## src/rtl/rv_pkg.sv

```systemverilog
// rv_pkg: opcodes, funct3 constants, FSM states and ALU control shared by the core.
package rv_pkg;

  localparam logic [6:0] OPC_LUI    = 7'b0110111;
  localparam logic [6:0] OPC_AUIPC  = 7'b0010111;
  localparam logic [6:0] OPC_JAL    = 7'b1101111;
  localparam logic [6:0] OPC_JALR   = 7'b1100111;
  localparam logic [6:0] OPC_BRANCH = 7'b1100011;
  localparam logic [6:0] OPC_LOAD   = 7'b0000011;
  localparam logic [6:0] OPC_STORE  = 7'b0100011;
  localparam logic [6:0] OPC_OPIMM  = 7'b0010011;
  localparam logic [6:0] OPC_OP     = 7'b0110011;

  localparam logic [2:0] F3_BEQ  = 3'b000;
  localparam logic [2:0] F3_BNE  = 3'b001;
  localparam logic [2:0] F3_BLT  = 3'b100;
  localparam logic [2:0] F3_BGE  = 3'b101;
  localparam logic [2:0] F3_BLTU = 3'b110;
  localparam logic [2:0] F3_BGEU = 3'b111;

  localparam logic [2:0] F3_LB  = 3'b000;
  localparam logic [2:0] F3_LH  = 3'b001;
  localparam logic [2:0] F3_LW  = 3'b010;
  localparam logic [2:0] F3_LBU = 3'b100;
  localparam logic [2:0] F3_LHU = 3'b101;

  localparam logic [2:0] F3_SB = 3'b000;
  localparam logic [2:0] F3_SH = 3'b001;
  localparam logic [2:0] F3_SW = 3'b010;

  typedef enum logic [2:0] {
    S_FETCH, S_DECODE, S_EXEC, S_MEM, S_WB, S_TRAP
  } state_t;

  typedef enum logic [3:0] {
    ALU_ADD, ALU_SUB, ALU_SLL, ALU_SLT, ALU_SLTU,
    ALU_XOR, ALU_SRL, ALU_SRA, ALU_OR, ALU_AND
  } alu_op_t;

  // SUB only exists for register-register ops; OP-IMM bit 30 is immediate data.
  function automatic alu_op_t alu_ctrl(input logic [2:0] funct3, input logic funct7b5,
                                       input logic is_op);
    alu_op_t op;
    op = ALU_ADD;
    case (funct3)
      3'b000:  op = (is_op && funct7b5) ? ALU_SUB : ALU_ADD;
      3'b001:  op = ALU_SLL;
      3'b010:  op = ALU_SLT;
      3'b011:  op = ALU_SLTU;
      3'b100:  op = ALU_XOR;
      3'b101:  op = funct7b5 ? ALU_SRA : ALU_SRL;
      3'b110:  op = ALU_OR;
      default: op = ALU_AND;
    endcase
    return op;
  endfunction

  function automatic logic is_legal_opcode(input logic [6:0] opc);
    case (opc)
      OPC_LUI, OPC_AUIPC, OPC_JAL, OPC_JALR, OPC_BRANCH,
      OPC_LOAD, OPC_STORE, OPC_OPIMM, OPC_OP: return 1'b1;
      default: return 1'b0;
    endcase
  endfunction

endpackage

```

## src/rtl/rv_lsu_align.sv

```systemverilog
// rv_lsu_align: store lane replication/strobes, load extraction/extension, misalignment.
module rv_lsu_align
  import rv_pkg::*;
(
  input  logic [2:0]  funct3_i,
  input  logic [1:0]  addr_lo_i,
  input  logic [31:0] store_data_i,
  input  logic [31:0] load_word_i,
  output logic [31:0] wdata_o,
  output logic [3:0]  wstrb_o,
  output logic [31:0] load_data_o,
  output logic        misaligned_o
);
  logic [31:0] shifted;

  assign shifted = load_word_i >> {addr_lo_i, 3'b000};

  // Replicate store data into every lane and enable only the addressed bytes.
  always_comb begin
    wdata_o = store_data_i;
    wstrb_o = 4'b1111;
    case (funct3_i)
      F3_SB: begin
        wdata_o = {4{store_data_i[7:0]}};
        wstrb_o = 4'b0001 << addr_lo_i;
      end
      F3_SH: begin
        wdata_o = {2{store_data_i[15:0]}};
        wstrb_o = 4'b0011 << addr_lo_i;
      end
      default: ;
    endcase
  end

  // Pick the addressed byte/half out of the word and extend it.
  always_comb begin
    load_data_o = shifted;
    case (funct3_i)
      F3_LB:   load_data_o = {{24{shifted[7]}}, shifted[7:0]};
      F3_LBU:  load_data_o = {24'h0, shifted[7:0]};
      F3_LH:   load_data_o = {{16{shifted[15]}}, shifted[15:0]};
      F3_LHU:  load_data_o = {16'h0, shifted[15:0]};
      default: load_data_o = shifted;
    endcase
  end

  // Size code 2'b11 has no RV32I access, so it is treated as misaligned.
  always_comb begin
    misaligned_o = 1'b1;
    case (funct3_i[1:0])
      2'b00:   misaligned_o = 1'b0;
      2'b01:   misaligned_o = addr_lo_i[0];
      2'b10:   misaligned_o = (addr_lo_i != 2'b00);
      default: misaligned_o = 1'b1;
    endcase
  end

endmodule

```

## src/rtl/rv_multicycle_core.sv

```systemverilog
// rv_multicycle_core: multi-cycle RV32I core on one valid/ready memory port.
module rv_multicycle_core
  import rv_pkg::*;
#(
  parameter logic [31:0] RESET_PC        = 32'h0000_0000,
  parameter bit          TRAP_ON_ILLEGAL = 1'b1
) (
  input  logic        clk,
  input  logic        reset_n,
  output logic        mem_req,
  output logic        mem_we,
  output logic [31:0] mem_addr,
  output logic [31:0] mem_wdata,
  output logic [3:0]  mem_wstrb,
  input  logic        mem_ready,
  input  logic [31:0] mem_rdata,
  output logic        retire,
  output logic        halted,
  output logic [31:0] pc_dbg
);
  state_t      state_q;
  logic [31:0] pc_q, ir_q, a_q, b_q, imm_q, aluout_q, mdr_q;
  logic        pc_upd_q;
  logic [31:0] rf_q [0:31];

  logic [6:0]  opcode;
  logic [4:0]  rd, rs1, rs2;
  logic [2:0]  funct3;
  logic        funct7b5, is_legal, is_store, br_taken, lsu_misaligned;
  logic [31:0] rs1_val, rs2_val, imm_d, alu_b, alu_y, aluout_d, pc_plus4;
  logic [31:0] lsu_wdata, mdr_d, wb_data;
  logic [3:0]  lsu_wstrb;
  logic [1:0]  lsu_addr_lo;
  alu_op_t     alu_op;

  assign opcode   = ir_q[6:0];
  assign rd       = ir_q[11:7];
  assign funct3   = ir_q[14:12];
  assign rs1      = ir_q[19:15];
  assign rs2      = ir_q[24:20];
  assign funct7b5 = ir_q[30];
  assign is_legal = is_legal_opcode(opcode);
  assign is_store = (opcode == OPC_STORE);
  assign pc_plus4 = pc_q + 32'd4;

  assign rs1_val = (rs1 == 5'd0) ? '0 : rf_q[rs1];
  assign rs2_val = (rs2 == 5'd0) ? '0 : rf_q[rs2];
  assign wb_data = (opcode == OPC_LOAD) ? mdr_q : aluout_q;

  // Register file write port; contents are deliberately not reset.
  always_ff @(posedge clk) begin
    if (reset_n && state_q == S_WB && rd != 5'd0) rf_q[rd] <= wb_data;
  end

  // Immediate generator for all instruction formats.
  always_comb begin
    imm_d = {{21{ir_q[31]}}, ir_q[30:20]};
    case (opcode)
      OPC_LUI, OPC_AUIPC: imm_d = {ir_q[31:12], 12'h000};
      OPC_JAL:    imm_d = {{12{ir_q[31]}}, ir_q[19:12], ir_q[20], ir_q[30:21], 1'b0};
      OPC_BRANCH: imm_d = {{20{ir_q[31]}}, ir_q[7], ir_q[30:25], ir_q[11:8], 1'b0};
      OPC_STORE:  imm_d = {{21{ir_q[31]}}, ir_q[30:25], ir_q[11:7]};
      default: ;
    endcase
  end

  assign alu_b  = (opcode == OPC_OP) ? b_q : imm_q;
  assign alu_op = (opcode == OPC_OP || opcode == OPC_OPIMM) ?
                  alu_ctrl(funct3, funct7b5, opcode == OPC_OP) : ALU_ADD;

  // ALU; shift amounts use only the low five bits.
  always_comb begin
    alu_y = a_q + alu_b;
    case (alu_op)
      ALU_SUB:  alu_y = a_q - alu_b;
      ALU_SLL:  alu_y = a_q << alu_b[4:0];
      ALU_SLT:  alu_y = {31'h0, $signed(a_q) < $signed(alu_b)};
      ALU_SLTU: alu_y = {31'h0, a_q < alu_b};
      ALU_XOR:  alu_y = a_q ^ alu_b;
      ALU_SRL:  alu_y = a_q >> alu_b[4:0];
      ALU_SRA:  alu_y = $signed(a_q) >>> alu_b[4:0];
      ALU_OR:   alu_y = a_q | alu_b;
      ALU_AND:  alu_y = a_q & alu_b;
      default: ;
    endcase
  end

  // Value latched into ALUOUT at the end of EXEC.
  always_comb begin
    aluout_d = alu_y;
    case (opcode)
      OPC_LUI:           aluout_d = imm_q;
      OPC_AUIPC:         aluout_d = pc_q + imm_q;
      OPC_JAL, OPC_JALR: aluout_d = pc_plus4;
      default: ;
    endcase
  end

  // Branch condition evaluation.
  always_comb begin
    br_taken = 1'b0;
    case (funct3)
      F3_BEQ:  br_taken = (a_q == b_q);
      F3_BNE:  br_taken = (a_q != b_q);
      F3_BLT:  br_taken = ($signed(a_q) < $signed(b_q));
      F3_BGE:  br_taken = ($signed(a_q) >= $signed(b_q));
      F3_BLTU: br_taken = (a_q < b_q);
      F3_BGEU: br_taken = (a_q >= b_q);
      default: br_taken = 1'b0;
    endcase
  end

  // EXEC checks alignment on the freshly computed address; MEM uses the latched one.
  assign lsu_addr_lo = (state_q == S_EXEC) ? alu_y[1:0] : aluout_q[1:0];

  rv_lsu_align u_lsu (
    .funct3_i     (funct3),
    .addr_lo_i    (lsu_addr_lo),
    .store_data_i (b_q),
    .load_word_i  (mem_rdata),
    .wdata_o      (lsu_wdata),
    .wstrb_o      (lsu_wstrb),
    .load_data_o  (mdr_d),
    .misaligned_o (lsu_misaligned)
  );

  // Main control FSM with PC, IR and datapath latches.
  always_ff @(posedge clk) begin
    if (!reset_n) begin
      state_q  <= S_FETCH;
      pc_q     <= RESET_PC;
      ir_q     <= '0;
      a_q      <= '0;
      b_q      <= '0;
      imm_q    <= '0;
      aluout_q <= '0;
      mdr_q    <= '0;
      pc_upd_q <= 1'b0;
    end else begin
      case (state_q)
        S_FETCH: if (mem_ready) begin
          ir_q    <= mem_rdata;
          state_q <= S_DECODE;
        end
        S_DECODE: begin
          a_q      <= rs1_val;
          b_q      <= rs2_val;
          imm_q    <= imm_d;
          pc_upd_q <= 1'b0;
          if (is_legal)             state_q <= S_EXEC;
          else if (TRAP_ON_ILLEGAL) state_q <= S_TRAP;
          else begin
            pc_q    <= pc_plus4;
            state_q <= S_FETCH;
          end
        end
        S_EXEC: begin
          aluout_q <= aluout_d;
          case (opcode)
            OPC_BRANCH: begin
              pc_q    <= br_taken ? pc_q + imm_q : pc_plus4;
              state_q <= S_FETCH;
            end
            OPC_JAL: begin
              pc_q     <= pc_q + imm_q;
              pc_upd_q <= 1'b1;
              state_q  <= S_WB;
            end
            OPC_JALR: begin
              pc_q     <= {alu_y[31:1], 1'b0};
              pc_upd_q <= 1'b1;
              state_q  <= S_WB;
            end
            OPC_LOAD, OPC_STORE: state_q <= lsu_misaligned ? S_TRAP : S_MEM;
            default:             state_q <= S_WB;
          endcase
        end
        S_MEM: if (mem_ready) begin
          if (is_store) begin
            pc_q    <= pc_plus4;
            state_q <= S_FETCH;
          end else begin
            mdr_q   <= mdr_d;
            state_q <= S_WB;
          end
        end
        S_WB: begin
          if (!pc_upd_q) pc_q <= pc_plus4;
          state_q <= S_FETCH;
        end
        default: state_q <= S_TRAP;
      endcase
    end
  end

  // Request is gated by reset so nothing is presented during the reset cycle.
  assign mem_req   = reset_n && (state_q == S_FETCH || state_q == S_MEM);
  assign mem_we    = reset_n && (state_q == S_MEM) && is_store;
  assign mem_addr  = (state_q == S_MEM) ? {aluout_q[31:2], 2'b00} : {pc_q[31:2], 2'b00};
  assign mem_wdata = lsu_wdata;
  assign mem_wstrb = mem_we ? lsu_wstrb : 4'b0000;
  assign retire    = reset_n && (
                       (state_q == S_DECODE && !is_legal && !TRAP_ON_ILLEGAL) ||
                       (state_q == S_EXEC && opcode == OPC_BRANCH) ||
                       (state_q == S_MEM && is_store && mem_ready) ||
                       (state_q == S_WB));
  assign halted    = (state_q == S_TRAP);
  assign pc_dbg    = pc_q;

endmodule
```

## config.mk

```make
export PLATFORM = sky130hd
export DESIGN_NAME = rv_multicycle_core
export DESIGN_NICKNAME = d
export VERILOG_FILES = /design/src/rtl/rv_pkg.sv /design/src/rtl/rv_lsu_align.sv /design/src/rtl/rv_multicycle_core.sv
export SDC_FILE = /design/constraint.sdc
export NUM_CORES = 2
export LEC_CHECK = 0
export BUFFER_PORTS_ARGS = -buffer_cell sky130_fd_sc_hd__buf_2
export CORE_AREA = 3 3 405 407
export CTS_BUF_LIST = sky130_fd_sc_hd__clkbuf_8 sky130_fd_sc_hd__clkbuf_16
export CTS_CLUSTER_DIAMETER = 80
export DETAILED_ROUTE_END_ITERATION = 12
export DIE_AREA = 0 0 408 410
export SETUP_SLACK_MARGIN = 0.05
export SLEW_MARGIN = 20
export SYNTH_ARGS = -nofsm -noshare
export SYNTH_HDL_FRONTEND = slang
export SYNTH_HIERARCHICAL = 1
export SYNTH_SLANG_ARGS = --single-unit
```

## constraint.sdc

```tcl
create_clock -name clk -period 5.5 [get_ports clk]
set_clock_uncertainty 0.2 [all_clocks]
set_input_delay 0.825 -clock clk [delete_from_list [all_inputs] [get_ports clk]]
set_output_delay 0.825 -clock clk [all_outputs]
set_load 0.03 [all_outputs]
```

==> reports/qor.txt <==
DRT iter0 DRCs -> 8068
Rel. slew slack -> 25.47%
Final number of setup-violating endpoints -> 4
Pin count of the biggest net entering global routing -> 147
Failing checks -> setup timing
Final core occ -> 52.01%
Worst hold path class -> in2reg
Core Rows -> 147
Area delta synth->final -> 15.92%
Vias/cell -> 6.778
Global-route wire length before repair -> 417.9 mm
PnR worst setup slack -> -0.3476 ns
Yosys cell types -> 107
Die width -> 408 um
Die height -> 410 um
Cell leakage power -> 29.71 nW
Worst setup EP type -> output pin
Pins Over Slew Limit -> 0
Register bit total from synthesis -> 1262
TritonCTS buffer count -> 140
Critical path data required time -> 4.47 ns
Initial core utilization -> 44.87%
Crit Path Max Fanout -> 7
Yosys warns -> 6
Gpl congestion -> 1.117
Max clock buf depth -> 3
Asr flop ratio synth -> 0%
Antenna violations before repair -> 19
Detail Route Antenna Nets -> 0
I/O Buffers -> 136
Post-synthesis sequential area ratio -> 49.30%
Critical Path AT -> 4.82 ns
Vias -> 56390
Ys flop type -> edfxtp_1
Power Dens Cells -> 291.6 nW/um2
Share of layout cells above drive strength 1 -> 28.55%
Total global routing overflow -> 0
Cell area after synthesis -> 72040 um2
Layout Nets -> 6229
Core Footprint -> 160600 um2
Critical path type -> reg2out
DR WL/cell -> 35.85 um
Vias in the first global route -> 54430
CTS tree -> yes
Total GRT Usage -> 35.10%
Slew @ Worst Pin -> 1.090 ns
Final period util -> 106.3%
Dpl hpwl -> 211.3 mm
Post-synth EDFFs -> 1024
Worst-path clk slew -> 0.06 ns
Max_cap viols -> 0
Syn avg cell area -> 12.74 um2
Achievable Freq -> 171.0 MHz
Crit path time final -> 5.848 ns
VDD IR-drop max -> 0.3051 mV
Drt first pass iters -> 6
Unrepaired setup endpoints after global routing -> yes
Setup TNS -> -1.151 ns
Ports -> 139
Dpl ws -> -0.2589 ns
Post-Syn Instances -> 5655
H-tree Lvls -> 4
Clk root buf -> clkbuf_16
Worst-Skew Late Latency -> 0.79 ns
Clk sinks -> 1262
Final hold viol count -> 0
Die area -> 167300 um2
Total Wirelength -> 298.2 mm
Status -> complete, but fails checks
DRC viols -> 0
Crit start category -> flop
cell families after synthesis:
group                      Yosys count  synth area share (%)
xor gates and xnor gates            90                 1.105
muxes                              831                 22.88
AOI/OAI and AO/OA                 1351                 12.05
and+or+nand+nor                   1355                 8.491
other                                1              0.005205
adders and majority gates          156                 2.730
DFF                               1262                 49.30
buffers and inverters              609                 3.444
worst paths after layout:
kind                            cells past startpoint  slack [ns]          from           end
worst min-delay path                                3        0.13  mem_rdata[7]       ir_q[7]
worst max register to register                     13        0.30        b_q[9]     pc_dbg[7]
worst max-delay path                               21       -0.35       ir_q[3]  mem_wstrb[2]
worst min register to register                      2        0.25     mdr_q[31]     mdr_q[31]
layout make-up:
class / instances / area (um2)
fillers: 13710 / 77060
flip-flops and latches: 1262 / 35550
multi-input cells: 3817 / 34860
repair buffers: 660 / 5055
clock buffers: 154 / 3764
well taps: 2160 / 2703
clock inverters: 101 / 957.2
inverters: 157 / 598.1
diodes: 8 / 20.02
metal layers:
layer | track usage (%) | vias to the layer above | share of wire (%)
met5 | 0 | - | 0.013
met4 | 16.95 | 6 | 5.8
met3 | 7.866 | 689 | 10
met2 | 53.60 | 3582 | 45
met1 | 47.72 | 28930 | 39
li1 | - | 23180 | -
cells in the final DEF, fill, tap and decap left out, drive strengths merged, types with 59 or more instances in the layout:
master / n
edfxtp: 1024
buf: 659
mux4: 645
nand2: 490
a21oi: 428
nor2: 387
o21ai: 319
dfxtp: 238
inv: 190
nand3: 169
clkbuf: 155
ha: 154
mux2i: 114
nor3: 75
mux2: 72
a211oi: 61
o211ai: 59
a221oi: 59
synth_stat cells, types with 17 or more instances:
library cell | n | area (um2)
a21oi_1 | 427 | 2137
mux2_2 | 70 | 788.3
ha_1 | 154 | 1927
o221ai_1 | 35 | 306.5
o211ai_1 | 59 | 442.9
a311oi_1 | 19 | 166.4
clkbuf_1 | 298 | 1119
nor3_1 | 72 | 360.4
o21a_1 | 22 | 165.2
a22oi_1 | 22 | 165.2
buf_2 | 45 | 225.2
a21o_1 | 54 | 405.4
nor2b_1 | 24 | 150.1
dfxtp_1 | 238 | 4765
a32oi_1 | 26 | 227.7
buf_1 | 79 | 296.5
nand2_1 | 490 | 1839
edfxtp_1 | 1024 | 30750
o21bai_1 | 20 | 150.1
nor4_1 | 21 | 131.4
and2_1 | 28 | 175.2
nand3_1 | 168 | 840.8
mux4_2 | 645 | 14530
nand4_1 | 28 | 175.2
xnor2_1 | 57 | 499.2
a31oi_1 | 51 | 319.1
nand2b_1 | 38 | 237.7
buf_4 | 24 | 180.2
and3_1 | 31 | 193.9
a211oi_1 | 60 | 450.4
nor2_1 | 385 | 1445
mux2i_1 | 114 | 1141
o21ai_0 | 307 | 1536
xor2_1 | 32 | 280.3
o31ai_1 | 17 | 127.6
inv_1 | 150 | 563.0
a221oi_1 | 59 | 516.8
repair_timing:
| action | CTS | global route |
|---|---|---|
| buffers inserted | 5 | 4 |
| hold buffers | 0 | 0 |
| cloned | 0 | 0 |
| gates resized for setup | 79 | 31 |
| pin swaps | 19 | 7 |
| setup endpoints to repair | 28 | 6 |
metrics by stage:
step | power (W) | cells | instance area (um2) | hold slack [ns]
3_5_place_dp | 0.01475 | 8047 | 78290 | 0.2469
4_1_cts | 0.02436 | 8307 | 83340 | 0.05998
2_1_floorplan | 0.01297 | 5688 | 72280 | 0.2329
6_report | 0.02435 | 8319 | 83510 | 0.1324
5_1_grt | 0.02501 | 8311 | 83490 | 0.1047
3_3_place_gp | 0.01476 | 8047 | 78280 | 0.2422
state kept, by name, indices dropped and copies added, names as in the netlist, named ones only:
| signal | flops |
|---|---|
| state_q | 3 |
| pc_dbg | 32 |
| imm_q | 32 |
| rf_q | 1024 |
| aluout_q | 32 |
| ir_q | 32 |
| b_q | 32 |
| a_q | 32 |
| pc_upd_q | 1 |
| mdr_q | 32 |
worst max-delay path, cell delays in order, from the launching register on:
cell,delay (ns)
dfxtp_2,0.33
and4bb_2,0.33
nand2_2,0.10
buf_12,0.16
buf_8,0.14
o21ai_4,0.15
inv_2,0.07
ha_4,0.27
nor3_2,0.04
a32o_2,0.28
a31o_4,0.24
a211oi_4,0.36
o21ai_2,0.11
buf_6,0.15
a221oi_4,0.35
nor3_4,0.11
a21oi_4,0.26
clkinv_2,0.10
a21oi_2,0.11
o21ai_1,0.07
and2_4,0.16
buf_6,0.13
power by group:
part / switching [W] / internal (W) / leakage [nW]
clock: 0.00400 / 0.00561 / 2.44
combinational: 0.00264 / 0.00161 / 14.6
sequential: 0.000228 / 0.0103 / 12.6
No activity file was read; power rests on OpenSTA's default activity.
